[config.mk]
export PLATFORM = sky130hd
export DESIGN_NAME = input_vc_buffer
export DESIGN_NICKNAME = d
export VERILOG_FILES = /design/src/rtl/input_vc_buffer.sv
export SDC_FILE = /design/constraint.sdc
export NUM_CORES = 1
export LEC_CHECK = 0
export CAP_MARGIN = 20
export CORE_MARGIN = 1.5
export CORE_UTILIZATION = 40
export DETAILED_ROUTE_END_ITERATION = 8
export DONT_BUFFER_PORTS = 1
export HOLD_SLACK_MARGIN = 0.15
export PLACE_DENSITY_LB_ADDON = 0.12
export SLEW_MARGIN = 20
export SYNTH_ARGS = -nofsm -noshare
export SYNTH_HDL_FRONTEND = slang
export SYNTH_SLANG_ARGS = --single-unit
[constraint.sdc]
create_clock -name clk -period 3.35 [get_ports clk]
set_clock_uncertainty 0.2 [all_clocks]
set_input_delay 0.5025 -clock clk [delete_from_list [all_inputs] [get_ports clk]]
set_output_delay 0.5025 -clock clk [all_outputs]
set_load 0.03 [all_outputs]
[src/rtl/input_vc_buffer.sv]
// Router input port: one circular flit FIFO per virtual channel, per-VC IDLE/ACTIVE
// packet tracking, switch requests to the allocator, and one credit return per cycle.
module input_vc_buffer #(
  parameter int vc_Num    = 4,
  parameter int port_Num  = 5,
  parameter int buf_Depth = 4,
  parameter int flit_W    = 32,
  localparam int PW = $clog2(port_Num),
  localparam int VW = $clog2(vc_Num)
) (
  input  logic                           clk,
  input  logic                           rst_n,
  input  logic                           flit_valid_i,
  input  logic [flit_W-1:0]              flit_i,
  output logic [vc_Num-1:0]              request_o,
  output logic [vc_Num-1:0][PW-1:0]      out_port_o,
  input  logic [vc_Num-1:0]              grant_i,
  output logic                           flit_valid_o,
  output logic [flit_W-1:0]              flit_o,
  output logic [PW-1:0]                  flit_port_o,
  output logic                           credit_valid_o,
  output logic [VW-1:0]                  credit_vc_o,
  output logic                           overflow_o,
  output logic                           proto_err_o
);
  localparam int AW = $clog2(buf_Depth);
  localparam int CW = AW + 1;
  localparam int HB = flit_W - 1;
  localparam int TB = flit_W - 2;
  localparam int VB = flit_W - 3;
  localparam int DB = flit_W - 3 - VW;

  logic [flit_W-1:0] r_mem [vc_Num][buf_Depth];
  logic [AW-1:0]     r_rd_ptr [vc_Num];
  logic [AW-1:0]     r_wr_ptr [vc_Num];
  logic [CW-1:0]     r_cnt [vc_Num];
  logic              r_active [vc_Num];
  logic [PW-1:0]     r_port [vc_Num];

  logic [flit_W-1:0] w_front [vc_Num];
  logic [vc_Num-1:0] w_nonempty, w_full, w_req, w_bad_front;
  logic [vc_Num-1:0] w_wr_sel, w_wr_ok, w_pop, w_grant_pop, w_discard_pop, w_gvalid;
  logic [vc_Num-1:0][PW-1:0] w_out_port;
  logic [VW-1:0]     w_wr_vc, w_sel_vc;
  logic              w_any_grant, w_any_discard, w_grant_err;

  assign w_wr_vc = flit_i[VB -: VW];

  genvar gi;
  generate
    for (gi = 0; gi < vc_Num; gi++) begin : g_vc
      assign w_front[gi]     = r_mem[gi][r_rd_ptr[gi]];
      assign w_nonempty[gi]  = (r_cnt[gi] != '0);
      assign w_full[gi]      = (r_cnt[gi] == CW'(buf_Depth));
      assign w_req[gi]       = w_nonempty[gi] & (r_active[gi] | w_front[gi][HB]);
      // A body/tail flit at the front of an idle VC has lost its head: drop it.
      assign w_bad_front[gi] = w_nonempty[gi] & ~r_active[gi] & ~w_front[gi][HB];
      assign w_out_port[gi]  = r_active[gi] ? r_port[gi] : w_front[gi][DB -: PW];
      assign w_wr_sel[gi]    = flit_valid_i && (w_wr_vc == VW'(gi));
      assign w_wr_ok[gi]     = w_wr_sel[gi] & (~w_full[gi] | w_pop[gi]);
    end
  endgenerate

  assign request_o  = w_req;
  assign out_port_o = w_out_port;
  assign w_gvalid   = grant_i & w_req;
  assign w_pop      = w_grant_pop | w_discard_pop;
  assign w_grant_err = ($countones(grant_i) > 1) || (|(grant_i & ~w_req));

  // Forwarding wins the single credit slot; discards wait for a cycle without a grant.
  always_comb begin
    w_grant_pop   = '0;
    w_discard_pop = '0;
    w_sel_vc      = '0;
    w_any_grant   = 1'b0;
    w_any_discard = 1'b0;
    for (int v = 0; v < vc_Num; v++) begin
      if (w_gvalid[v] && !w_any_grant) begin
        w_grant_pop[v] = 1'b1;
        w_sel_vc       = VW'(v);
        w_any_grant    = 1'b1;
      end
    end
    if (!w_any_grant) begin
      for (int v = 0; v < vc_Num; v++) begin
        if (w_bad_front[v] && !w_any_discard) begin
          w_discard_pop[v] = 1'b1;
          w_sel_vc         = VW'(v);
          w_any_discard    = 1'b1;
        end
      end
    end
  end

  always_ff @(posedge clk) begin
    for (int v = 0; v < vc_Num; v++) begin
      if (w_wr_ok[v]) r_mem[v][r_wr_ptr[v]] <= flit_i;
    end
  end

  always_ff @(posedge clk or posedge rst_n) begin
    if (rst_n) begin
      for (int v = 0; v < vc_Num; v++) begin
        r_rd_ptr[v] <= '0;
        r_wr_ptr[v] <= '0;
        r_cnt[v]    <= '0;
        r_active[v] <= 1'b0;
        r_port[v]   <= '0;
      end
    end else begin
      for (int v = 0; v < vc_Num; v++) begin
        if (w_wr_ok[v]) r_wr_ptr[v] <= r_wr_ptr[v] + 1'b1;
        if (w_pop[v])   r_rd_ptr[v] <= r_rd_ptr[v] + 1'b1;
        if (w_wr_ok[v] && !w_pop[v])      r_cnt[v] <= r_cnt[v] + 1'b1;
        else if (!w_wr_ok[v] && w_pop[v]) r_cnt[v] <= r_cnt[v] - 1'b1;
        if (w_grant_pop[v]) begin
          if (w_front[v][HB]) begin
            r_active[v] <= ~w_front[v][TB];
            r_port[v]   <= w_front[v][DB -: PW];
          end else if (w_front[v][TB]) begin
            r_active[v] <= 1'b0;
          end
        end
      end
    end
  end

  always_ff @(posedge clk or posedge rst_n) begin
    if (rst_n) begin
      flit_valid_o   <= 1'b0;
      flit_o         <= '0;
      flit_port_o    <= '0;
      credit_valid_o <= 1'b0;
      credit_vc_o    <= '0;
      overflow_o     <= 1'b0;
      proto_err_o    <= 1'b0;
    end else begin
      flit_valid_o   <= w_any_grant;
      credit_valid_o <= w_any_grant | w_any_discard;
      credit_vc_o    <= w_sel_vc;
      if (w_any_grant) begin
        flit_o      <= w_front[w_sel_vc];
        flit_port_o <= w_out_port[w_sel_vc];
      end
      overflow_o  <= overflow_o | (|(w_wr_sel & w_full & ~w_pop));
      proto_err_o <= proto_err_o | w_grant_err | w_any_discard;
    end
  end
endmodule

# == Word-level counts from Yosys, hierarchy flattened ==
# Memory sizes are Yosys's and may differ from the RTL's.
# Index checks and enable logic that the tools add are counted.
# totals
out_inout_bits,57
in_bits,39
ram_bits,512
n_memories,1
reg_bits,85
elab_cells,281
# op_classes
add_sub_neg,19
n_mux,89
n_eq_ne,7
bitwise_logic,60
reduce_logical,63
order_cmp,15
# memory_table
memory,depth,word_bits,rd,rd_ports_with_merged_regs,write_ports,line_no,text
r_mem,4,128,4,0,1,33,logic [flit_W-1:0] r_mem [vc_Num][buf_Depth];
# ops
cell,count
128-bit two-way mux,10
32-bit two-way mux,14
128-bit OR reduction,3
32-bit binary-select mux with 2-bit select,5
32-bit demux with 2-bit select,4
3-bit two-way mux,13
1-bit two-way mux,31
3-bit >= comparator (second input constant),9
2-bit inverter with 3-bit output,9
1-bit logical AND,22
2-bit two-way mux,10
2-bit by 1-bit adder with 2-bit output (second input constant),8
1-bit AND,16
4-bit AND,4
1-bit inverter,16
2-bit AND reduction,8
2-bit nonzero test,8
1-bit zero test,14
3-bit by 1-bit adder with 3-bit output (second input constant),4
3-bit == test (second input constant),4
3-bit by 1-bit less-than comparator with 1-bit output (second input constant),4
1-bit OR,12
3-bit nonzero test,4
3-bit by 1-bit subtractor with 3-bit output (second input constant),4
other kinds (13),17

# == Longest topological paths before layout ==
# Gate-level depths: netlist (run 1).
# logic_depth
ltp_word,39
ltp_mapped,15
depth_no_buf,13

# == Worst setup path before layout (run 1) ==
# OpenSTA, ideal clock, no wires.
# synth_path
kind,reg-to-reg
start,register r_rd_ptr[0] (netlist bit)
end,memory r_mem[3][0] (netlist bit) (enable)
t_arrival_ps,3012
required_ps,2758
setup_slack_ps,-254
setup_ps,392
stages_incl_launch_ff,9
period_less_slack_ps,3604
cell_sequence,dfrtp_1 > buf_2 > mux4_2 > or3_1 > nand4b_1 > a21oi_1 > inv_1 > a31oi_4 > and2_1
# synth_lines
item,line_no,text
"start, declared",34,logic [AW-1:0] r_rd_ptr [vc_Num];
"start signal, assigned by index",113,if (w_pop[v]) r_rd_ptr[v] <= r_rd_ptr[v] + 1'b1;
2-bit inverter with 3-bit output (not written as such) *,52,assign w_front[gi] = r_mem[gi][r_rd_ptr[gi]];
32-bit binary-select mux with 2-bit select *,52,
32-bit two-way mux (not written as such) * (2 in series),52,
1-bit OR,55,assign w_req[gi] = w_nonempty[gi] & (r_active[gi] | w_front[gi][HB]);
1-bit AND,55,
4-bit AND,66,assign w_gvalid = grant_i & w_req;
1-bit logical AND,78,if (w_gvalid[v] && !w_any_grant) begin
1-bit two-way mux,78,
4-bit two-way mux,84,if (!w_any_grant) begin
4-bit OR *,67,assign w_pop = w_grant_pop | w_discard_pop;
1-bit OR *,60,assign w_wr_ok[gi] = w_wr_sel[gi] & (~w_full[gi] | w_pop[gi]);
1-bit AND *,60,
via w_wr_ok[3],42,"logic [vc_Num-1:0] w_wr_sel, w_wr_ok, w_pop, w_grant_pop, w_discard_pop, w_gvalid;"
1-bit two-way mux *,97,if (w_wr_ok[v]) r_mem[v][r_wr_ptr[v]] <= flit_i;
128-bit two-way mux (not written as such) *,97,
128-bit OR reduction (no source line),n/a,
2-bit two-way mux (no source line) / 128-bit two-way mux (equally long branches),n/a,
"end, declared",33,
# Mark *: on every way through the listed nets, which the timed path passes. The rest lies on a longest branch. The select of a mux whose other input is x is not followed.

# == Worst setup path after layout (run 1) ==
# layout_path
start,register r_rd_ptr[0] (netlist bit)
end,register proto_err_o
# layout_between
elab_chain_len,12
# layout_rtl
item,line_no,text
2-bit inverter with 3-bit output (not written as such) *,52,
32-bit binary-select mux with 2-bit select *,52,
32-bit two-way mux (not written as such) * (2 in series),52,
1-bit OR *,55,
1-bit AND *,55,
via request_o[3],15,"output logic [vc_Num-1:0] request_o,"
4-bit inverter,68,assign w_grant_err = ($countones(grant_i) > 1) || (|(grant_i & ~w_req));
4-bit AND,68,
4-bit OR reduction,68,
1-bit logical OR,68,
1-bit OR,146,proto_err_o <= proto_err_o | w_grant_err | w_any_discard;
1-bit OR *,146,
"end signal, assigned",146,
"end, declared",24,output logic proto_err_o
# Marked as above.
# A chain may end at the register's enable or synchronous reset.

==> impl_metrics.xml, run 1 <==
<?xml version="1.0" encoding="UTF-8"?>
<metrics>
  <group name="cts">
    <metric name="worst_skew_pair.late_latency" unit="ps">600</metric>
    <metric name="clkTransAtPathRegs" unit="ps">60</metric>
    <metric name="cts.sink_count" unit="">597</metric>
    <metric name="clockRootBuffer" unit="">sky130_fd_sc_hd__clkbuf_16</metric>
    <metric name="clock_tree_from_tritoncts" unit="">built</metric>
    <metric name="cts_made_buffers" unit="">66</metric>
    <metric name="max-clock-path-buffers" unit="">3</metric>
    <metric name="clock_tree.htree_level_count" unit="">3</metric>
  </group>
  <group name="worst_setup_path">
    <metric name="cp-end-kind" unit="">register</metric>
    <metric name="worst_setup_path_start_kind" unit="">register</metric>
    <metric name="worst_ep_required_time" unit="ps">3620</metric>
    <metric name="critical-path-slowest-cell" unit="">sky130_fd_sc_hd__dlygate4sd3_1</metric>
    <metric name="path_cells" unit="">mux4_2 -&gt; buf_4 -&gt; nor2_1 -&gt; nor2_1 -&gt; o21ai_0 -&gt; a21oi_1 -&gt; dlygate4sd3_1 -&gt; nand3b_1 -&gt; dlygate4sd3_1</metric>
    <metric name="cp_max_fo" unit="">3</metric>
    <metric name="crit_buf_inv" unit="">3</metric>
    <metric name="worstSetupPathType" unit="">register to register</metric>
    <metric name="cp_slowest_stage_delay" unit="ps">570</metric>
    <metric name="cp_data_arrival_time" unit="ps">3560</metric>
    <metric name="timing.critical_path.max_delay_family" unit="">buffers and inverters</metric>
  </group>
  <group name="layout">
    <metric name="final_net_count" unit="">1356</metric>
    <metric name="final_cell_area" unit="um2">27900</metric>
    <metric name="regArea" unit="um2">17500</metric>
    <metric name="fin_cells" unit="">2113</metric>
    <metric name="post_route_cells_drive_above_1_share" unit="">0.299</metric>
    <metric name="area_growth" unit="%">18.5</metric>
    <metric name="fillerInstances" unit="">4837</metric>
    <metric name="multiInputGateArea" unit="um2">5780</metric>
  </group>
  <group name="hold_path">
    <metric name="hold_path_class" unit="">input port to register</metric>
  </group>
  <group name="yosys">
    <metric name="synth_largest_type_area_fraction" unit="">0.653</metric>
    <metric name="syn-num-nets" unit="">1226</metric>
    <metric name="seq_area_frac_synth" unit="">0.743</metric>
    <metric name="syn-mean-instance-area" unit="um2">20.3</metric>
    <metric name="synth_cell_type_count" unit="">55</metric>
    <metric name="synth_most_common_cell" unit="">sky130_fd_sc_hd__edfxtp_1</metric>
    <metric name="dominantRegCellSynth" unit="">sky130_fd_sc_hd__edfxtp_1</metric>
    <metric name="synth-edff-count" unit="">512</metric>
    <metric name="asyncSetResetFlopFracSynth" unit="">0.142</metric>
    <metric name="yosys.area.top_type" unit="">sky130_fd_sc_hd__edfxtp_1</metric>
    <metric name="ys_seq_elements" unit="">597</metric>
    <metric name="syn_inst" unit="">1162</metric>
    <metric name="synth_area_leaders" unit="">sky130_fd_sc_hd__edfxtp_1, sky130_fd_sc_hd__mux4_2, sky130_fd_sc_hd__dfrtp_1</metric>
    <metric name="synth_common_cells" unit="">sky130_fd_sc_hd__edfxtp_1, sky130_fd_sc_hd__mux4_2, sky130_fd_sc_hd__dfrtp_1</metric>
    <metric name="netlist_area" unit="um2">23600</metric>
    <metric name="ys.warnings.count" unit="">0</metric>
  </group>
  <group name="die">
    <metric name="rows" unit="">88</metric>
    <metric name="dieHeight" unit="um">246</metric>
    <metric name="core_area" unit="um2">57900</metric>
    <metric name="initial_utilization" unit="">0.407</metric>
    <metric name="floorplan.die_area" unit="um2">60400</metric>
    <metric name="num_io_pins" unit="">96</metric>
    <metric name="die-width" unit="um">246</metric>
  </group>
  <group name="sta">
    <metric name="final_critical_path_setup_slack" unit="ps">55.0</metric>
    <metric name="final.period_utilization" unit="">0.984</metric>
    <metric name="tightest_slew" unit="ps">803</metric>
    <metric name="timing.setup.tns" unit="ps">0</metric>
    <metric name="finalSetupViolations" unit="">0</metric>
    <metric name="worst_slew_margin_rel" unit="">0.463</metric>
    <metric name="fmax" unit="MHz">303</metric>
    <metric name="hold_vio_cnt_final" unit="">0</metric>
    <metric name="period_needed" unit="ps">3300</metric>
    <metric name="timing_max_transition_violations_final" unit="">0</metric>
    <metric name="rsz0062_at_grt" unit="">yes</metric>
  </group>
  <group name="global_routing">
    <metric name="number_of_antenna_violations_at_the_first_check_in_global_routing" unit="">4</metric>
    <metric name="grt_first_pass_wirelength" unit="um">85300</metric>
    <metric name="grt_start_max_net_pins" unit="">51</metric>
    <metric name="grt_pass1_vias" unit="">12100</metric>
    <metric name="grtUsageTotal" unit="">0.198</metric>
    <metric name="grt_overflow" unit="">0</metric>
  </group>
  <group name="routing">
    <metric name="final_antenna_net_count" unit="">0</metric>
    <metric name="drc_violation_count_after_routing" unit="">0</metric>
    <metric name="first_iter_violations" unit="">1029</metric>
    <metric name="route.detailed.vias_per_inst" unit="">5.46</metric>
    <metric name="route.final.wire_length" unit="um">58200</metric>
    <metric name="detailroute.via_count" unit="">11500</metric>
    <metric name="routedWlPerCell" unit="um">27.5</metric>
    <metric name="drt_pass1_iterations" unit="">5</metric>
  </group>
  <group name="place">
    <metric name="dpl.cell_count" unit="">1943</metric>
    <metric name="dp_hpwl" unit="um">33800</metric>
    <metric name="dp_worst_setup_slack" unit="ps">12.7</metric>
    <metric name="globalplace.congestion" unit="">0.780</metric>
    <metric name="placed_area" unit="um2">25200</metric>
    <metric name="portBuffers" unit="">0</metric>
  </group>
  <group name="outcome">
    <metric name="status" unit="">completed</metric>
  </group>
  <group name="pwr">
    <metric name="report.power.total" unit="W">0.0254</metric>
    <metric name="switching_power" unit="W">0.00859</metric>
    <metric name="combPwrFrac" unit="">0.309</metric>
    <metric name="areal_power_density_over_the_cells" unit="nW/um2">911</metric>
    <metric name="clockPowerShare" unit="">0.293</metric>
    <metric name="power.static_leakage" unit="nW">9.35</metric>
    <metric name="internal_power" unit="W">0.0168</metric>
    <metric name="vdd_ir_drop_max" unit="uV">507</metric>
    <metric name="seq_power_share" unit="">0.397</metric>
    <metric name="swShare" unit="">0.338</metric>
  </group>
  <group name="run">
    <metric name="max_cap_viol_count" unit="">0</metric>
  </group>
</metrics>
-- logic make-up (layout without fill, tap and decap cells) --
group	after synthesis	count (layout)	share of synthesized area
flip-flops	597	597	0.743
AO/OA/AOI/OAI	106	106	0.0409
XOR/XNOR	24	24	0.00892
AND/OR/NAND/NOR	143	143	0.0289
buffers and inverters	81	265	0.0150
multiplexers	186	186	0.148
adder cells (fa/ha/maj)	25	25	0.0149
other	0	2	0
-- through the flow --
step                utilization  hold slack (ps)
floorplan                     -              274
global placement          0.434              285
detailed placement        0.434              293
CTS                       0.480              153
global route              0.482              164
finish                    0.482              183
-- layer usage --
metal	routed length, um	global-route usage	part of all wire
met3	3080	0.0390	0.053
met4	1340	0.0630	0.023
met1	26100	0.280	0.45
met2	27600	0.309	0.47
met5	24	0	0.00041
-- power groups by stage --
stage          registers, W  logic, W  clock network [W]
2_1_floorplan       0.00997   0.00546                  0
3_3_place_gp         0.0102   0.00772                  0
3_5_place_dp         0.0103   0.00776                  0
4_1_cts              0.0101   0.00793            0.00764
5_1_grt              0.0102   0.00848            0.00793
6_report             0.0101   0.00786            0.00746
-- repair_timing --
action                                  4_1_cts  5_1_grt
resized for setup                             5        6
hold buffers                                 37        0
endpoints found under the setup margin       13       21
cloned                                        0        2
endpoints found under the hold margin       557        0
buffers inserted                              1        7
pin swaps                                     0        9
-- tightest hold or removal path: cells and delay by family --
kind	cells	cell delay (ps)
AOI/OAI and AO/OA	1	210
and+or+nand+nor	2	220
-- cell usage in the layout (no fill, tap or decap), types with 4 or more instances in the layout --
cell type	count
sky130_fd_sc_hd__ha_1	18
sky130_fd_sc_hd__and2_2	15
sky130_fd_sc_hd__clkbuf_16	70
sky130_fd_sc_hd__a221oi_2	20
sky130_fd_sc_hd__or3_1	4
sky130_fd_sc_hd__nor2_1	58
sky130_fd_sc_hd__dfrtp_1	77
sky130_fd_sc_hd__edfxtp_1	512
sky130_fd_sc_hd__o22ai_1	5
sky130_fd_sc_hd__clkinv_1	7
sky130_fd_sc_hd__inv_1	18
sky130_fd_sc_hd__o31a_1	4
sky130_fd_sc_hd__mux2_2	28
sky130_fd_sc_hd__xnor2_1	15
sky130_fd_sc_hd__buf_6	4
sky130_fd_sc_hd__clkbuf_8	10
sky130_fd_sc_hd__clkinv_2	6
sky130_fd_sc_hd__fa_1	4
sky130_fd_sc_hd__a211oi_1	28
sky130_fd_sc_hd__nand2_1	23
sky130_fd_sc_hd__mux4_2	128
sky130_fd_sc_hd__nand3_1	6
sky130_fd_sc_hd__mux2i_1	30
sky130_fd_sc_hd__a221oi_1	9
sky130_fd_sc_hd__nor3_1	13
sky130_fd_sc_hd__clkbuf_1	18
sky130_fd_sc_hd__xor2_1	9
sky130_fd_sc_hd__dlygate4sd3_1	37
sky130_fd_sc_hd__dfrtp_2	8
sky130_fd_sc_hd__a21oi_1	4
sky130_fd_sc_hd__o21ai_0	6
sky130_fd_sc_hd__bufinv_16	7
sky130_fd_sc_hd__buf_4	55
sky130_fd_sc_hd__buf_12	23
-- state kept, by name, summed over array words and instances (netlist names) --
signal	cells
r_rd_ptr	8
proto_err_o	1
r_wr_ptr	8
credit_vc_o	2
flit_valid_o	1
r_port	12
overflow_o	1
r_cnt	12
flit_o	32
r_mem	512
credit_valid_o	1
flit_port_o	3
r_active	4
-- cell type report --
type                    count  area share
clock inverters            26      0.0121
well taps                 765      0.0343
clock buffers              96      0.0683
multi-input cells         484       0.207
repair buffers            121      0.0480
diodes                      2    0.000179
inverters                  22     0.00305
flip-flops and latches    597       0.627
-- final timing paths --
| path | end | slack [ps] | from | depth (start not counted) |
|---|---|---|---|---|
| min in group asynchronous | proto_err_o$_DFF_PP0_ | 270 | rst_n | 2 |
| setup / recovery | proto_err_o$_DFF_PP0_ | 50 | r_rd_ptr[0]$_DFFE_PP0P_ | 9 |
| hold reg to reg | r_port[11]$_DFFE_PP0P_ | 300 | r_port[11]$_DFFE_PP0P_ | 1 |
| hold / removal | overflow_o$_DFF_PP0_ | 180 | flit_i[28] | 3 |
| setup reg to reg | proto_err_o$_DFF_PP0_ | 50 | r_rd_ptr[0]$_DFFE_PP0P_ | 9 |
| max in group asynchronous | r_rd_ptr[4]$_DFFE_PP0P_ | 1930 | rst_n | 3 |
Power figures use the tool's default switching activity.
==> run 2: changes to the inputs <==
--- a/config.mk
+++ b/config.mk
@@ -11,7 +11,6 @@
 export DETAILED_ROUTE_END_ITERATION = 8
 export DONT_BUFFER_PORTS = 1
 export HOLD_SLACK_MARGIN = 0.15
-export PLACE_DENSITY_LB_ADDON = 0.12
 export SLEW_MARGIN = 20
 export SYNTH_ARGS = -nofsm -noshare
 export SYNTH_HDL_FRONTEND = slang
==> run 2 against run 1 <==
Routed wire length down 5.5%; combinational power down 3.8%; maximum frequency down 0.24%; highest routed layer unchanged; utilization down 0.70 points; largest cell class unchanged; cell count down 0.85%; critical path depth up 3.
==> impl_metrics.xml, run 2 (same netlist as run 1, synthesis figures left out) <==
<?xml version="1.0" encoding="UTF-8"?>
<metrics>
  <group name="sta">
    <metric name="timing_max_transition_violations_final" unit="">0</metric>
    <metric name="tightest_slew" unit="ps">796</metric>
    <metric name="finalSetupViolations" unit="">0</metric>
    <metric name="period_needed" unit="ps">3300</metric>
    <metric name="worst_slew_margin_rel" unit="">0.467</metric>
    <metric name="hold_vio_cnt_final" unit="">0</metric>
    <metric name="rsz0062_at_grt" unit="">yes</metric>
    <metric name="fmax" unit="MHz">303</metric>
    <metric name="timing.setup.tns" unit="ps">0</metric>
    <metric name="final.period_utilization" unit="">0.986</metric>
  </group>
  <group name="cts">
    <metric name="clock_tree.htree_level_count" unit="">2</metric>
    <metric name="clock_tree_from_tritoncts" unit="">built</metric>
    <metric name="clockRootBuffer" unit="">sky130_fd_sc_hd__clkbuf_16</metric>
    <metric name="max-clock-path-buffers" unit="">3</metric>
    <metric name="cts.sink_count" unit="">597</metric>
    <metric name="clkTransAtPathRegs" unit="ps">60</metric>
    <metric name="cts_made_buffers" unit="">60</metric>
    <metric name="worst_skew_pair.late_latency" unit="ps">620</metric>
  </group>
  <group name="worst_setup_path">
    <metric name="cp_slowest_stage_delay" unit="ps">570</metric>
    <metric name="cp-end-kind" unit="">register</metric>
    <metric name="worstRegToRegCells" unit="">12</metric>
    <metric name="worstSetupPathType" unit="">register to register</metric>
    <metric name="crit_cells" unit="">12</metric>
    <metric name="worst_setup_path_start_kind" unit="">register</metric>
    <metric name="crit_top_cell" unit="">sky130_fd_sc_hd__xor2_1</metric>
    <metric name="worst_ep_required_time" unit="ps">3690</metric>
    <metric name="cp_max_fo" unit="">5</metric>
    <metric name="crit_buf_inv" unit="">2</metric>
    <metric name="worst-r2r-setup-slack" unit="ps">50</metric>
    <metric name="critical-path-slowest-cell" unit="">sky130_fd_sc_hd__mux4_2</metric>
    <metric name="timing.critical_path.max_delay_family" unit="">simple AND/OR/NAND/NOR gates</metric>
    <metric name="cp_data_arrival_time" unit="ps">3650</metric>
    <metric name="path_cells" unit="">mux4_2 -&gt; or3_4 -&gt; nand4b_1 -&gt; a21oi_2 -&gt; inv_2 -&gt; a31oi_4 -&gt; ha_2 -&gt; inv_1 -&gt; fa_1 -&gt; xor2_1 -&gt; nor2_1 -&gt; xor2_1</metric>
  </group>
  <group name="place">
    <metric name="dpl.cell_count" unit="">1937</metric>
    <metric name="globalplace.congestion" unit="">0.852</metric>
    <metric name="dp_hpwl" unit="um">31600</metric>
    <metric name="portBuffers" unit="">0</metric>
    <metric name="placed_area" unit="um2">25100</metric>
  </group>
  <group name="global_routing">
    <metric name="grt_pass1_vias" unit="">12100</metric>
    <metric name="grt_start_max_net_pins" unit="">45</metric>
    <metric name="grtUsageTotal" unit="">0.185</metric>
    <metric name="number_of_antenna_violations_at_the_first_check_in_global_routing" unit="">4</metric>
    <metric name="grt_overflow" unit="">0</metric>
    <metric name="grt_first_pass_wirelength" unit="um">81300</metric>
  </group>
  <group name="pwr">
    <metric name="areal_power_density_over_the_cells" unit="nW/um2">887</metric>
    <metric name="report.power.total" unit="W">0.0244</metric>
    <metric name="power.static_leakage" unit="nW">9.11</metric>
    <metric name="vdd_ir_drop_max" unit="uV">655</metric>
  </group>
  <group name="die">
    <metric name="rows" unit="">88</metric>
    <metric name="floorplan.die_area" unit="um2">60400</metric>
    <metric name="core_area" unit="um2">57900</metric>
    <metric name="dieHeight" unit="um">246</metric>
    <metric name="num_io_pins" unit="">96</metric>
    <metric name="die-width" unit="um">246</metric>
    <metric name="initial_utilization" unit="">0.407</metric>
  </group>
  <group name="layout">
    <metric name="multiInputGateArea" unit="um2">5800</metric>
    <metric name="commonest_non_fill_non_tap_cells_in_the_layout" unit="">sky130_fd_sc_hd__edfxtp_1, sky130_fd_sc_hd__mux4_2, sky130_fd_sc_hd__dfrtp_1</metric>
    <metric name="regArea" unit="um2">17500</metric>
    <metric name="post_route_cells_drive_above_1_share" unit="">0.291</metric>
    <metric name="fillerInstances" unit="">4742</metric>
    <metric name="final_net_count" unit="">1340</metric>
    <metric name="final_cell_area" unit="um2">27500</metric>
    <metric name="fin_util" unit="">0.475</metric>
    <metric name="area_growth" unit="%">16.8</metric>
    <metric name="largest_register_ffs" unit="">512</metric>
    <metric name="fin_cells" unit="">2095</metric>
    <metric name="layout.cells.most_common" unit="">sky130_fd_sc_hd__edfxtp_1</metric>
  </group>
  <group name="routing">
    <metric name="routedWlPerCell" unit="um">26.3</metric>
    <metric name="drt_pass1_iterations" unit="">5</metric>
    <metric name="route.detailed.vias_per_inst" unit="">5.53</metric>
    <metric name="drc_violation_count_after_routing" unit="">0</metric>
    <metric name="detailroute.via_count" unit="">11600</metric>
    <metric name="route.final.wire_length" unit="um">55000</metric>
    <metric name="first_iter_violations" unit="">869</metric>
    <metric name="final_antenna_net_count" unit="">0</metric>
  </group>
  <group name="outcome">
    <metric name="status" unit="">completed</metric>
  </group>
  <group name="hold_path">
    <metric name="timing.hold.worst_path_depth" unit="">5</metric>
    <metric name="hold_path_class" unit="">input port to register</metric>
  </group>
  <group name="run">
    <metric name="max_cap_viol_count" unit="">0</metric>
  </group>
</metrics>
==> run 2: cell count changes in the layout (fill, tap and decap cells not counted), sizes merged <==
| cell | before | now |
|---|---|---|
| dlygate4sd3 | 37 | 39 |
| clkbuf | 98 | 82 |
| buf | 82 | 71 |
| clkinv | 14 | 17 |
| bufinv | 7 | 6 |
| inv | 26 | 24 |
| clkinvlp | 1 | 8 |
==> run 2: power by group <==
group	switching, W	internal, W
sequential	0.00114	0.00901
combinational	0.00440	0.00317
clock	0.00278	0.00392
==> run 2: final timing paths <==
| kind | startpoint | to |
|---|---|---|
| setup reg to reg | r_rd_ptr[0]$_DFFE_PP0P_ | r_cnt[2]$_DFFE_PP0P_ |
| max in group asynchronous | rst_n | flit_o[19]$_DFFE_PP0P_ |
| hold reg to reg | r_port[9]$_DFFE_PP0P_ | r_port[9]$_DFFE_PP0P_ |
| hold / removal | grant_i[3] | r_rd_ptr[0]$_DFFE_PP0P_ |
| setup / recovery | r_rd_ptr[0]$_DFFE_PP0P_ | r_cnt[2]$_DFFE_PP0P_ |
| min in group asynchronous | rst_n | r_cnt[1]$_DFFE_PP0P_ |
==> run 2: metal layers <==
| layer | global-route usage | up-vias | share of wire |
|---|---|---|---|
| li1 | - | 4988 | - |
| met1 | 0.252 | 6187 | 0.43 |
| met2 | 0.308 | 319 | 0.50 |
| met3 | 0.0343 | 78 | 0.057 |
| met4 | 0.0484 | 4 | 0.020 |
| met5 | 0 | - | 0.00033 |
==> run 2: metrics by stage <==
step                      setup WS [ps]  hold slack, ps
after global routing              -93.6             215
after CTS                          10.0             185
after floorplan                    8.49             274
after global placement             73.5             281
after detailed placement           57.8             288
final                              47.1             214
==> run 2: what timing repair did <==
| item | CTS | global route |
|---|---|---|
| resized for setup | 4 | 11 |
| hold buffers | 39 | 0 |
| cloned | 0 | 0 |
| endpoints found under the setup margin | 12 | 26 |
| hold endpoints to repair | 560 | 0 |
| pin swaps | 0 | 0 |
| setup buffers | 0 | 3 |
==> run 2: cell type report <==
cell class / instances / share of cell area
clock inverter: 33 / 0.0121
clock buffer: 81 / 0.0600
tap: 765 / 0.0348
timing repair buffer: 111 / 0.0427
inverter: 22 / 0.00309
sequential: 597 / 0.637
multi-input combinational: 484 / 0.211
antenna: 2 / 0.000182
==> run 2: worst min-delay path, delay by kind of cell <==
kind,cells,cell delay (ps)
AOI/OAI and AO/OA,3,300
buffers and inverters,1,90
xor gates and xnor gates,1,80
==> run 3: changes to the inputs <==
--- a/config.mk
+++ b/config.mk
@@ -5,7 +5,9 @@
 export SDC_FILE = /design/constraint.sdc
 export NUM_CORES = 1
 export LEC_CHECK = 0
+export ABC_AREA = 1
 export CAP_MARGIN = 20
+export CORE_ASPECT_RATIO = 0.5
 export CORE_MARGIN = 1.5
 export CORE_UTILIZATION = 40
 export DETAILED_ROUTE_END_ITERATION = 8
==> run 3 against run 2 <==
Sequential cell count did not move; critical path depth fell by 5; highest routed layer is now met4; largest cell class unchanged; via count rose by 37%; design area rose by 2.8%; maximum frequency rose by 2.2%; utilization fell by 1.3 points; power rose by 9.6%.
==> impl_metrics.xml, run 3 <==
<?xml version="1.0" encoding="UTF-8"?>
<metrics>
  <group name="place">
    <metric name="portBuffers" unit="">0</metric>
    <metric name="dp_hpwl" unit="um">35300</metric>
    <metric name="globalplace.congestion" unit="">0.838</metric>
    <metric name="placed_area" unit="um2">26100</metric>
    <metric name="dp_worst_setup_slack" unit="ps">200</metric>
    <metric name="dpl.cell_count" unit="">2800</metric>
  </group>
  <group name="yosys">
    <metric name="synth_area_leaders" unit="">sky130_fd_sc_hd__edfxtp_1, sky130_fd_sc_hd__nand2_1, sky130_fd_sc_hd__dfrtp_1</metric>
    <metric name="ys_seq_elements" unit="">597</metric>
    <metric name="syn_inst" unit="">2033</metric>
    <metric name="dominantRegCellSynth" unit="">sky130_fd_sc_hd__edfxtp_1</metric>
    <metric name="asyncSetResetFlopFracSynth" unit="">0.142</metric>
    <metric name="netlist_area" unit="um2">24800</metric>
    <metric name="syn-num-nets" unit="">2097</metric>
    <metric name="synth_common_cells" unit="">sky130_fd_sc_hd__nand2_1, sky130_fd_sc_hd__edfxtp_1, sky130_fd_sc_hd__nand3_1</metric>
    <metric name="yosys.area.top_type" unit="">sky130_fd_sc_hd__edfxtp_1</metric>
    <metric name="synth_cell_type_count" unit="">39</metric>
    <metric name="synth_largest_type_area_fraction" unit="">0.620</metric>
    <metric name="synth-edff-count" unit="">512</metric>
    <metric name="synth_most_common_cell" unit="">sky130_fd_sc_hd__nand2_1</metric>
    <metric name="ys.warnings.count" unit="">0</metric>
    <metric name="syn-mean-instance-area" unit="um2">12.2</metric>
    <metric name="seq_area_frac_synth" unit="">0.706</metric>
  </group>
  <group name="routing">
    <metric name="drt_pass1_iterations" unit="">7</metric>
    <metric name="first_iter_violations" unit="">1361</metric>
    <metric name="route.final.wire_length" unit="um">62000</metric>
    <metric name="drc_violation_count_after_routing" unit="">0</metric>
    <metric name="routedWlPerCell" unit="um">21.1</metric>
    <metric name="final_antenna_net_count" unit="">0</metric>
    <metric name="route.detailed.vias_per_inst" unit="">5.39</metric>
    <metric name="detailroute.via_count" unit="">15900</metric>
  </group>
  <group name="die">
    <metric name="die-width" unit="um">355</metric>
    <metric name="num_io_pins" unit="">96</metric>
    <metric name="core_area" unit="um2">61200</metric>
    <metric name="rows" unit="">64</metric>
    <metric name="dieHeight" unit="um">179</metric>
    <metric name="initial_utilization" unit="">0.405</metric>
    <metric name="floorplan.die_area" unit="um2">63600</metric>
  </group>
  <group name="cts">
    <metric name="clock_tree_from_tritoncts" unit="">built</metric>
    <metric name="clkTransAtPathRegs" unit="ps">70</metric>
    <metric name="max-clock-path-buffers" unit="">3</metric>
    <metric name="cts.sink_count" unit="">597</metric>
    <metric name="clockRootBuffer" unit="">sky130_fd_sc_hd__clkbuf_16</metric>
    <metric name="cts_made_buffers" unit="">55</metric>
    <metric name="worst_skew_pair.late_latency" unit="ps">590</metric>
    <metric name="clock_tree.htree_level_count" unit="">2</metric>
  </group>
  <group name="layout">
    <metric name="layout.cells.most_common" unit="">sky130_fd_sc_hd__nand2_1</metric>
    <metric name="multiInputGateArea" unit="um2">6510</metric>
    <metric name="fillerInstances" unit="">5405</metric>
    <metric name="regArea" unit="um2">17500</metric>
    <metric name="commonest_non_fill_non_tap_cells_in_the_layout" unit="">sky130_fd_sc_hd__nand2_1, sky130_fd_sc_hd__edfxtp_1, sky130_fd_sc_hd__nand3_1</metric>
    <metric name="post_route_cells_drive_above_1_share" unit="">0.0944</metric>
    <metric name="largest_register_ffs" unit="">512</metric>
    <metric name="final_net_count" unit="">2138</metric>
    <metric name="final_cell_area" unit="um2">28300</metric>
    <metric name="area_growth" unit="%">14.1</metric>
    <metric name="fin_cells" unit="">2944</metric>
  </group>
  <group name="pwr">
    <metric name="areal_power_density_over_the_cells" unit="nW/um2">946</metric>
    <metric name="vdd_ir_drop_max" unit="uV">899</metric>
    <metric name="report.power.total" unit="W">0.0268</metric>
    <metric name="power.static_leakage" unit="nW">10.3</metric>
  </group>
  <group name="global_routing">
    <metric name="grtUsageTotal" unit="">0.194</metric>
    <metric name="number_of_antenna_violations_at_the_first_check_in_global_routing" unit="">1</metric>
    <metric name="grt_pass1_vias" unit="">15300</metric>
    <metric name="grt_start_max_net_pins" unit="">71</metric>
    <metric name="grt_overflow" unit="">0</metric>
    <metric name="grt_first_pass_wirelength" unit="um">93600</metric>
  </group>
  <group name="outcome">
    <metric name="status" unit="">completed</metric>
  </group>
  <group name="sta">
    <metric name="hold_slack" unit="ps">183</metric>
    <metric name="rsz0062_at_grt" unit="">no</metric>
    <metric name="tightest_slew" unit="ps">830</metric>
    <metric name="period_needed" unit="ps">3230</metric>
    <metric name="finalSetupViolations" unit="">0</metric>
    <metric name="worst_slew_margin_rel" unit="">0.445</metric>
    <metric name="final.period_utilization" unit="">0.965</metric>
    <metric name="timing_max_transition_violations_final" unit="">0</metric>
    <metric name="fmax" unit="MHz">309</metric>
    <metric name="final_critical_path_setup_slack" unit="ps">117</metric>
    <metric name="hold_vio_cnt_final" unit="">0</metric>
  </group>
  <group name="worst_setup_path">
    <metric name="cp-end-kind" unit="">output port</metric>
    <metric name="worstRegToRegCells" unit="">21</metric>
    <metric name="cp_max_fo" unit="">31</metric>
    <metric name="worst_ep_required_time" unit="ps">2650</metric>
    <metric name="worstSetupPathType" unit="">register to output port</metric>
    <metric name="cp_data_arrival_time" unit="ps">2530</metric>
    <metric name="worst_setup_path_start_kind" unit="">register</metric>
  </group>
  <group name="hold_path">
    <metric name="hold_path_class" unit="">input port to register</metric>
    <metric name="timing.hold.worst_path_depth" unit="">5</metric>
  </group>
  <group name="run">
    <metric name="max_cap_viol_count" unit="">0</metric>
  </group>
</metrics>
run 3: worst max-delay path: stages, from the launching register on:
cell and delay (ps):
sky130_fd_sc_hd__dfrtp_2 430, sky130_fd_sc_hd__inv_2 100, sky130_fd_sc_hd__buf_4 410, sky130_fd_sc_hd__nand2_1 100
sky130_fd_sc_hd__a32o_1 330, sky130_fd_sc_hd__nand2_1 80, sky130_fd_sc_hd__o21ai_0 200, sky130_fd_sc_hd__inv_1 280
run 3: report_power, final:
group / internal [W] / total (W) / leakage, nW / switching [W]
Combinational: 0.00331 / 0.0107 / 3.83 / 0.00736
Sequential: 0.00900 / 0.00996 / 5.62 / 0.000962
Clock: 0.00344 / 0.00612 / 0.843 / 0.00268
run 3: layout make-up:
class,instances,share of cell area
Timing Repair Buffer,98,0.0410
Antenna cell,1,0.0000885
Clock buffer,77,0.0534
Multi-Input combinational cell,1231,0.230
Inverter,91,0.0123
Clock inverter,24,0.00778
Tap cell,825,0.0365
Sequential cell,597,0.619
run 3: through the flow:
stage	util	TNS, ps
CTS	0.461	0
global route	0.462	0
global placement	0.426	0
finish	0.462	0
detailed placement	0.426	0
floorplan	-	-73360
run 3: final timing paths:
path	from	end	slack, ps
setup / recovery	r_rd_ptr[6]$_DFFE_PP0P_	out_port_o[1]	120
hold / removal	grant_i[2]	r_active[1]$_DFFE_PP0P_	180
setup reg to reg	r_rd_ptr[4]$_DFFE_PP0P_	r_cnt[8]$_DFFE_PP0P_	240
hold reg to reg	r_port[11]$_DFFE_PP0P_	r_port[11]$_DFFE_PP0P_	280
max in group asynchronous	rst_n	flit_o[15]$_DFFE_PP0P_	1880
min in group asynchronous	rst_n	r_port[5]$_DFFE_PP0P_	260
run 3: logic make-up (layout without fill, tap and decap cells):
| family | after synthesis | in the layout | share of synthesized area |
|---|---|---|---|
| buf+inv | 205 | 290 | 0.0370 |
| fa+ha+maj | 25 | 25 | 0.0141 |
| simple gates | 891 | 891 | 0.149 |
| xor+xnor | 17 | 17 | 0.00601 |
| mux | 2 | 2 | 0.000908 |
| other cells | 0 | 1 | 0 |
| flops | 597 | 597 | 0.706 |
| compound gates | 296 | 296 | 0.0867 |
run 3: metal layers:
layer	global-route usage	wire length (um)
met1	0.271	27800
met2	0.306	27900
met3	0.0328	4060
met4	0.0760	2130
met5	0	0
run 3: what timing repair did:
action | 4_1_cts | 5_1_grt
hold endpoints to repair | 561 | 0
buffers inserted | 0 | 4
hold buffers | 38 | 0
endpoints found under the setup margin | 9 | 9
gates resized for setup | 7 | 14
pin swaps | 0 | 2
